$ cat config.mk
export PLATFORM = sky130hd
export DESIGN_NAME = serial_nibble_adder_flat
export DESIGN_NICKNAME = d
export VERILOG_FILES = /design/src/rtl/adder_pkg.sv /design/src/rtl/serial_nibble_adder_if.sv /design/src/rtl/serial_nibble_adder_full_adder.sv /design/src/rtl/serial_nibble_adder.sv /design/src/flat_wrapper.sv
export SDC_FILE = /design/constraint.sdc
export NUM_CORES = 1
export LEC_CHECK = 0
export BUFFER_PORTS_ARGS = -buffer_cell sky130_fd_sc_hd__buf_2
export CAP_MARGIN = 20
export CORE_ASPECT_RATIO = 0.75
export CORE_MARGIN = 5
export CORE_UTILIZATION = 55
export DETAILED_ROUTE_END_ITERATION = 16
export GPL_TIMING_DRIVEN = 0
export HOLD_SLACK_MARGIN = 0.03
export PLACE_DENSITY = 0.82
export SLEW_MARGIN = 20
export SYNTH_ARGS = -nofsm -noshare
export SYNTH_HDL_FRONTEND = slang
export SYNTH_SLANG_ARGS = --single-unit
$ cat constraint.sdc
create_clock -name clk -period 3.7 [get_ports clk]
set_clock_uncertainty 0.05 [all_clocks]
set_input_delay 0 -clock clk [delete_from_list [all_inputs] [get_ports clk]]
set_output_delay 0 -clock clk [all_outputs]
set_load 0.02 [all_outputs]
$ cat src/rtl/adder_pkg.sv
// Shared definitions for the nibble-serial adder: nibble width, FSM states, counter sizing.
package adder_pkg;

    localparam int NIBBLE_W = 4;

    typedef enum logic [1:0] {
        IDLE = 2'd0,
        RUN  = 2'd1,
        DONE = 2'd2
    } snadd_state_t;

    // A one-nibble operand still needs a one-bit counter.
    function automatic int cnt_width(input int nib);
        int w;
        w = $clog2(nib);
        return (w < 1) ? 1 : w;
    endfunction

endpackage

$ cat src/rtl/serial_nibble_adder_if.sv
// Operand/result handshake bundle for serial_nibble_adder; master = producer/consumer, slave = adder.
interface serial_nibble_adder_if #(
    parameter int WIDTH = 16
);
    logic             in_valid;
    logic             in_ready;
    logic [WIDTH-1:0] a;
    logic [WIDTH-1:0] b;
    logic             cin;
    logic             out_valid;
    logic             out_ready;
    logic [WIDTH-1:0] sum;
    logic             cout;

    modport master (
        output in_valid, a, b, cin, out_ready,
        input  in_ready, out_valid, sum, cout
    );

    modport slave (
        input  in_valid, a, b, cin, out_ready,
        output in_ready, out_valid, sum, cout
    );
endinterface

$ cat src/rtl/serial_nibble_adder_full_adder.sv
// 4-bit combinational adder cell with carry in/out; zero latency, no handshake.
module full_adder
    import adder_pkg::*;
(
    input  logic [NIBBLE_W-1:0] a_i,
    input  logic [NIBBLE_W-1:0] b_i,
    input  logic                ci_i,
    output logic [NIBBLE_W-1:0] s_o,
    output logic                co_o
);

    assign {co_o, s_o} = {1'b0, a_i} + {1'b0, b_i} + {{NIBBLE_W{1'b0}}, ci_i};

endmodule

$ cat src/rtl/serial_nibble_adder.sv
// Wide a+b+cin computed one nibble per clock; result valid WIDTH/4 cycles after accept.
// Accepts only in IDLE; holds sum/cout in DONE until out_ready, with no same-cycle re-accept.
module serial_nibble_adder
    import adder_pkg::*;
#(
    parameter int WIDTH = 16
) (
    input  logic                 clk,
    input  logic                 rst_n,
    serial_nibble_adder_if.slave bus
);

    localparam int NIB   = WIDTH / NIBBLE_W;
    localparam int CNT_W = cnt_width(NIB);

    if ((WIDTH < NIBBLE_W) || ((WIDTH % NIBBLE_W) != 0)) begin : g_bad_width
        $error("serial_nibble_adder: WIDTH must be a multiple of 4 and at least 4");
    end

    snadd_state_t     state_q, state_d;
    logic [CNT_W-1:0] cnt_q, cnt_d;
    logic [WIDTH-1:0] a_q, a_d;
    logic [WIDTH-1:0] b_q, b_d;
    logic [WIDTH-1:0] sum_q, sum_d;
    logic             carry_q, carry_d;
    logic             cout_q, cout_d;

    logic [NIBBLE_W-1:0] fa_s;
    logic                fa_co;
    logic                last_nib;

    full_adder u_full_adder (
        .a_i  (a_q[NIBBLE_W-1:0]),
        .b_i  (b_q[NIBBLE_W-1:0]),
        .ci_i (carry_q),
        .s_o  (fa_s),
        .co_o (fa_co)
    );

    assign last_nib = (cnt_q == CNT_W'(NIB - 1));

    always_comb begin
        state_d = state_q;
        cnt_d   = cnt_q;
        a_d     = a_q;
        b_d     = b_q;
        sum_d   = sum_q;
        carry_d = carry_q;
        cout_d  = cout_q;

        case (state_q)
            IDLE: begin
                if (bus.in_valid) begin
                    a_d     = bus.a;
                    b_d     = bus.b;
                    carry_d = bus.cin;
                    cnt_d   = '0;
                    state_d = RUN;
                end
            end
            RUN: begin
                // LSB nibble first: each new result nibble enters at the top and shifts down.
                sum_d   = (sum_q >> NIBBLE_W) | (WIDTH'(fa_s) << (WIDTH - NIBBLE_W));
                a_d     = a_q >> NIBBLE_W;
                b_d     = b_q >> NIBBLE_W;
                carry_d = fa_co;
                cnt_d   = cnt_q + CNT_W'(1);
                if (last_nib) begin
                    cout_d  = fa_co;
                    state_d = DONE;
                end
            end
            DONE: begin
                if (bus.out_ready) begin
                    state_d = IDLE;
                end
            end
            default: state_d = IDLE;
        endcase
    end

    always_ff @(posedge clk or negedge rst_n) begin
        if (!rst_n) begin
            state_q <= IDLE;
            cnt_q   <= '0;
            a_q     <= '0;
            b_q     <= '0;
            sum_q   <= '0;
            carry_q <= 1'b0;
            cout_q  <= 1'b0;
        end else begin
            state_q <= state_d;
            cnt_q   <= cnt_d;
            a_q     <= a_d;
            b_q     <= b_d;
            sum_q   <= sum_d;
            carry_q <= carry_d;
            cout_q  <= cout_d;
        end
    end

    assign bus.in_ready  = (state_q == IDLE);
    assign bus.out_valid = (state_q == DONE);
    assign bus.sum       = sum_q;
    assign bus.cout      = cout_q;

endmodule

$ cat src/flat_wrapper.sv
// flat-port wrapper written by rule: the top's interface ports become plain ports
module serial_nibble_adder_flat import adder_pkg::*;
#(
    parameter int WIDTH = 16
)
  (clk, rst_n, bus_in_valid, bus_a, bus_b, bus_cin, bus_out_ready, bus_in_ready, bus_out_valid, bus_sum, bus_cout);
  serial_nibble_adder_if #(.WIDTH(WIDTH)) bus_i ();
  input  logic clk;
  input  logic rst_n;
  input wire logic [$bits(bus_i.in_valid)-1:0] bus_in_valid;
  input wire logic [$bits(bus_i.a)-1:0] bus_a;
  input wire logic [$bits(bus_i.b)-1:0] bus_b;
  input wire logic [$bits(bus_i.cin)-1:0] bus_cin;
  input wire logic [$bits(bus_i.out_ready)-1:0] bus_out_ready;
  output wire logic [$bits(bus_i.in_ready)-1:0] bus_in_ready;
  output wire logic [$bits(bus_i.out_valid)-1:0] bus_out_valid;
  output wire logic [$bits(bus_i.sum)-1:0] bus_sum;
  output wire logic [$bits(bus_i.cout)-1:0] bus_cout;
  assign bus_i.in_valid = bus_in_valid;
  assign bus_i.a = bus_a;
  assign bus_i.b = bus_b;
  assign bus_i.cin = bus_cin;
  assign bus_i.out_ready = bus_out_ready;
  assign bus_in_ready = bus_i.in_ready;
  assign bus_out_valid = bus_i.out_valid;
  assign bus_sum = bus_i.sum;
  assign bus_cout = bus_i.cout;
  serial_nibble_adder #(.WIDTH(WIDTH)) u_core (.clk(clk), .rst_n(rst_n), .bus(bus_i));
endmodule
* Word level (Yosys, flattened, before mapping)
Index checks and enable logic that the tools add are counted.
Cells by class: $add $sub $neg 3, equality and inequality tests 6, muxes and demuxes 12, bitwise operators 1, reduce and logical (&&, ||, !) cells 5
Operator list (count):
- $pmux W16 S2 | 2
- $mux W16 | 2
- $or A12 B16 Y16 | 1
- $mux W2 | 4
- $pmux W2 S3 | 1
- $add A4 B4 Y5 | 1
- $add A5 B1 Y5 | 1
- $eq A2 B2 Y1 const B | 2
- $ne A2 B2 Y1 const B | 2
- $pmux W2 S2 | 1
- $reduce_and A2 Y1 | 2
- $reduce_and A3 Y1 | 1
- $add A2 B1 Y2 const B | 1
- $eq A2 B1 Y1 const B | 1
- $logic_not A2 Y1 | 1
- $ne A2 B1 Y1 const B | 1
- $pmux W1 S2 | 1
- $reduce_bool A2 Y1 | 1
- $mux W1 | 1
Word-level totals: bits in registers 54

* Longest topological paths before layout
depth in word-level cells 3, gate-level depth with buffers 6, depth with buffers taken out 6

* Hierarchy
Synthesis repeated with hierarchy kept, for this count alone.
Unflattened totals: cell total of the unflattened synthesis 249, area total of the unflattened synthesis 2502.4 um^2
Modules (own cells, without submodules):
- serial_nibble_adder | times used 1, cells each 233, area each 2358.5 um^2, sequential area each 1351.3 um^2
- full_adder | times used 1, cells each 16, area each 143.9 um^2, sequential area each 0.0 um^2

* Worst setup path before layout
No wires, ideal clock.
path type register to register, start reg u_core.carry_q, end reg u_core.cout_q (netlist: u_core.bus.cout), library setup time 83 ps, data arrival time 1594 ps, data required time 3567 ps, slack 1973 ps, cell stages (with the launch flop) 7, path buffers 0, period minus slack after synthesis 1727 ps, cells stage by stage dfrtp_1 -> inv_1 -> fa_1 -> fa_1 -> nand2b_1 -> o2bb2ai_1 -> o21ai_0
On the way: word-level cells in the longest chain between the ends 1
RTL lines:
- start, declared | RTL line serial_nibble_adder.sv:25 | logic carry_q, carry_d;
- start signal, assigned | RTL line serial_nibble_adder.sv:97 | carry_q <= carry_d;
- $add A5 B1 Y5 | RTL line serial_nibble_adder_full_adder.sv:12 | assign {co_o, s_o} = {1'b0, a_i} + {1'b0, b_i} + {{NIBBLE_W{1'b0}}, ci_i};
- end signal, assigned | RTL line serial_nibble_adder.sv:98 | cout_q <= cout_d;
- end, declared | RTL line serial_nibble_adder.sv:26 | logic cout_q, cout_d;
No other way between the ends. A chain may end at the register's enable or synchronous reset.

* Worst setup path in the final report
Same ends and word-level chain as after synthesis.

==> results.yml <==
run_status:
  status: "completed"
clock_network:
  cts_buffer_depth: 2
  cts_root_buf: "clkbuf_8"
  cts_resized: 0
  cts_tree: "done"
  htreeDepth: 2
  cts-buffers-inserted: 5
  clkLatencyLatePin_ps: 310
  cts_sinks: 54
  post_cts_buffers: 0
  clkTransAtPathRegs_ps: 90
cells_and_area:
  final_util_pct: 74.85
  final_layout_size_suffix_gt1_share_pct: 20.66
  nets: 405
  multi_input_area_um2: 1095
  seq_area_um2: 1351
  fillers: 321
  antennaDiodeCount: 0
  area_growth_pct: 30.93
flow_run:
  maxCapViolCount: 0
sta:
  rsz0062_at_grt: "no"
  hold_viol_final: 0
  slew-limit-headroom_pct: 55.89
  fmax_ghz: 0.5349
  period_share_pct: 50.53
  finalHoldWorstSlack_ps: 77.77
  slew_viol_final: 0
  tns_ps: 0
  period_needed_ps: 1869
  setup_viol: 0
  tightest_slew_ps: 661.6
floorplan:
  ios: 56
  core-area_um2: 4493
  die_y_um: 69.19
  core.rowCount: 21
  die_w_um: 88.91
  initial_core_util_pct: 57.17
  die_area_um2: 6151
grt:
  top_usage_layer: "met2"
  grt_util_met2_pct: 34.84
  antenna_found_initial: 0
  grt_use_met1_pct: 31.68
  grt_pass1_vias: 2354
  grt_first_pass_wirelength_um: 10900
  grt_max_degree: 55
  met3_usage_pct: 4.751
  gr-total-overflow: 0
  grtUsageTotal_pct: 22.53
place:
  gp_congestion: 0.7635
  io_buffers: 54
  hpwl_um: 4257
routing:
  wl_um: 6311
  vias: 2236
  first_iter_violations: 156
  remaining_drc_errors: 0
  ant_nets: 0
  drt-vias-per-instance: 5.324
  wl_per_cell_um: 15.03
  first_pass_iters: 4
worst_hold_path:
  hp-class: "in2reg"
  min-delay-start: "bus_a[1]"
  hold_end: "u_core.a_q[1]"
  whs_path_depth: 4
yosys:
  yosys_warnings: 0
  ys_ff_latch: 54
  netlist_instances: 267
  syn_avg_cell_area_um2: 9.621
  async_flop_share_pct: 100.0
  synth_nets: 310
  syn-cell-area_um2: 2569
  synth-seq-area-share_pct: 52.61
  synth-edff-count: 0
  synth-main-ff-cell: "dfrtp_1"
  synth_cell_types: 30
setup_path:
  r2r_slack_ps: 1830
  r2r_end: "u_core.bus.cout"
  worstPathRequired_ps: 3880
  rr_startpoint: "u_core.carry_q"
  critical_path_class: "reg2reg"
  path_max_fanout: 2
  start_kind: "register"
  end_kind: "register"
  cp.arrival_ps: 2050
  crit_start: "u_core.carry_q"
  ff2ff_path_depth: 6
power:
  leakagePower_uw: 0.001691
  peakVddDrop_mv: 0.5095
  p_per_area_nw_per_um2: 809.4
worst max-delay path, cell delays in order (launching register included):
cell	delay, ps
dfrtp_1	360
inv_1	60
fa_1	460
fa_1	400
nand2b_1	150
o2bb2ai_1	150
o21ai_0	160
synth_stat cells, types with 2 or more instances:
cell type | n | area, um2
a22oi_1 | 6 | 45.04
nor4bb_1 | 2 | 20.02
nor2b_1 | 15 | 93.84
clkbuf_2 | 3 | 15.01
ha_1 | 4 | 50.05
dfrtp_1 | 54 | 1351
mux2i_1 | 20 | 200.2
nand2b_1 | 4 | 25.02
fa_1 | 2 | 40.04
buf_4 | 4 | 30.03
buf_2 | 5 | 25.02
buf_1 | 2 | 7.510
nand2_1 | 67 | 251.5
clkbuf_1 | 3 | 11.26
nor2_1 | 3 | 11.26
a21oi_1 | 14 | 70.07
o21ai_0 | 22 | 110.1
o21ai_1 | 17 | 85.08
inv_1 | 9 | 33.78
metal layers:
metal	vias up	part of all wire [%]
li1	1084	-
met1	1061	44
met2	80	48
met3	11	6.6
met4	0	1.7
met5	-	0
power by group:
part / leakage [uW] / internal, uW / switching, uW
clock: 0.0000575 / 189 / 188
combinational: 0.000945 / 537 / 788
sequential: 0.000689 / 847 / 171
layout by cell type (no fill, tap or decap):
cell type	n
buf_2	58
ha_1	4
o21ai_1	17
and3b_1	1
xor2_1	1
o2bb2ai_1	1
a221oi_1	1
o21ai_0	22
inv_1	9
nand2_1	67
clkbuf_1	3
mux2i_1	20
o21bai_2	1
fa_1	2
a21oi_1	14
clkbuf_8	8
nand3_1	1
nand2b_1	4
buf_4	5
a22oi_1	6
nor2_1	3
dfrtp_1	54
nor2b_1	15
dlygate4sd3_1	34
clkbuf_2	3
a2bb2oi_1	1
buf_1	2
nor4bb_1	2
and2b_1	1
a22o_1	1
o2111ai_1	1
or4_1	1
sequential cells by signal, summed over array words and instances (netlist names):
name / flops
u_core.cnt_q: 2
u_core.carry_q: 1
u_core.state_q: 2
u_core.bus.sum: 16
u_core.a_q: 16
u_core.b_q: 16
u_core.bus.cout: 1
cell type report:
type / count / area share [%]
Sequential cell: 54 / 40.18
Multi-Input combinational cell: 187 / 32.55
Timing Repair Buffer: 88 / 18.23
Clock buffer: 8 / 3.274
Buffer: 17 / 2.641
Tap cell: 57 / 2.121
Inverter: 9 / 1.004
worst max path at each step:
stage / endpoint / slack, ps / depth (start not counted)
after floorplan: u_core.bus.cout / 1970 / 6
after global placement: u_core.bus.cout / 1870 / 6
after detailed placement: u_core.bus.cout / 1840 / 6
after CTS: u_core.bus.cout / 1820 / 6
after global routing: u_core.bus.cout / 1730 / 6
final: u_core.bus.cout / 1830 / 6
repair_timing:
action | 4_1_cts | 5_1_grt
hold endpoints to repair | 87 | 0
hold buffers | 34 | 0
endpoints found under the setup margin | 0 | 0
kinds of logic (layout without fill, tap and decap cells):
family | Yosys count | in the layout | share of synthesized area (%)
xor gates and xnor gates | 1 | 1 | 0.3410
DFF | 54 | 54 | 52.61
buffers and inverters | 26 | 122 | 4.773
and+or+nand+nor | 95 | 95 | 16.76
muxes | 20 | 20 | 7.793
AOI/OAI and AO/OA | 65 | 65 | 14.22
adders and majority gates | 6 | 6 | 3.507
metrics by stage:
stage | power (uW) | instance area, um2 | setup slack (ps) | cells
2_1_floorplan | 1939 | 2569 | 1973 | 267
3_3_place_gp | 2260 | 2910 | 1868 | 378
3_5_place_dp | 2324 | 2913 | 1837 | 378
4_1_cts | 2731 | 3363 | 1822 | 420
5_1_grt | 2957 | 3363 | 1731 | 420
6_report | 2722 | 3363 | 1831 | 420
Note: power is estimated with default switching activity, not from simulation.
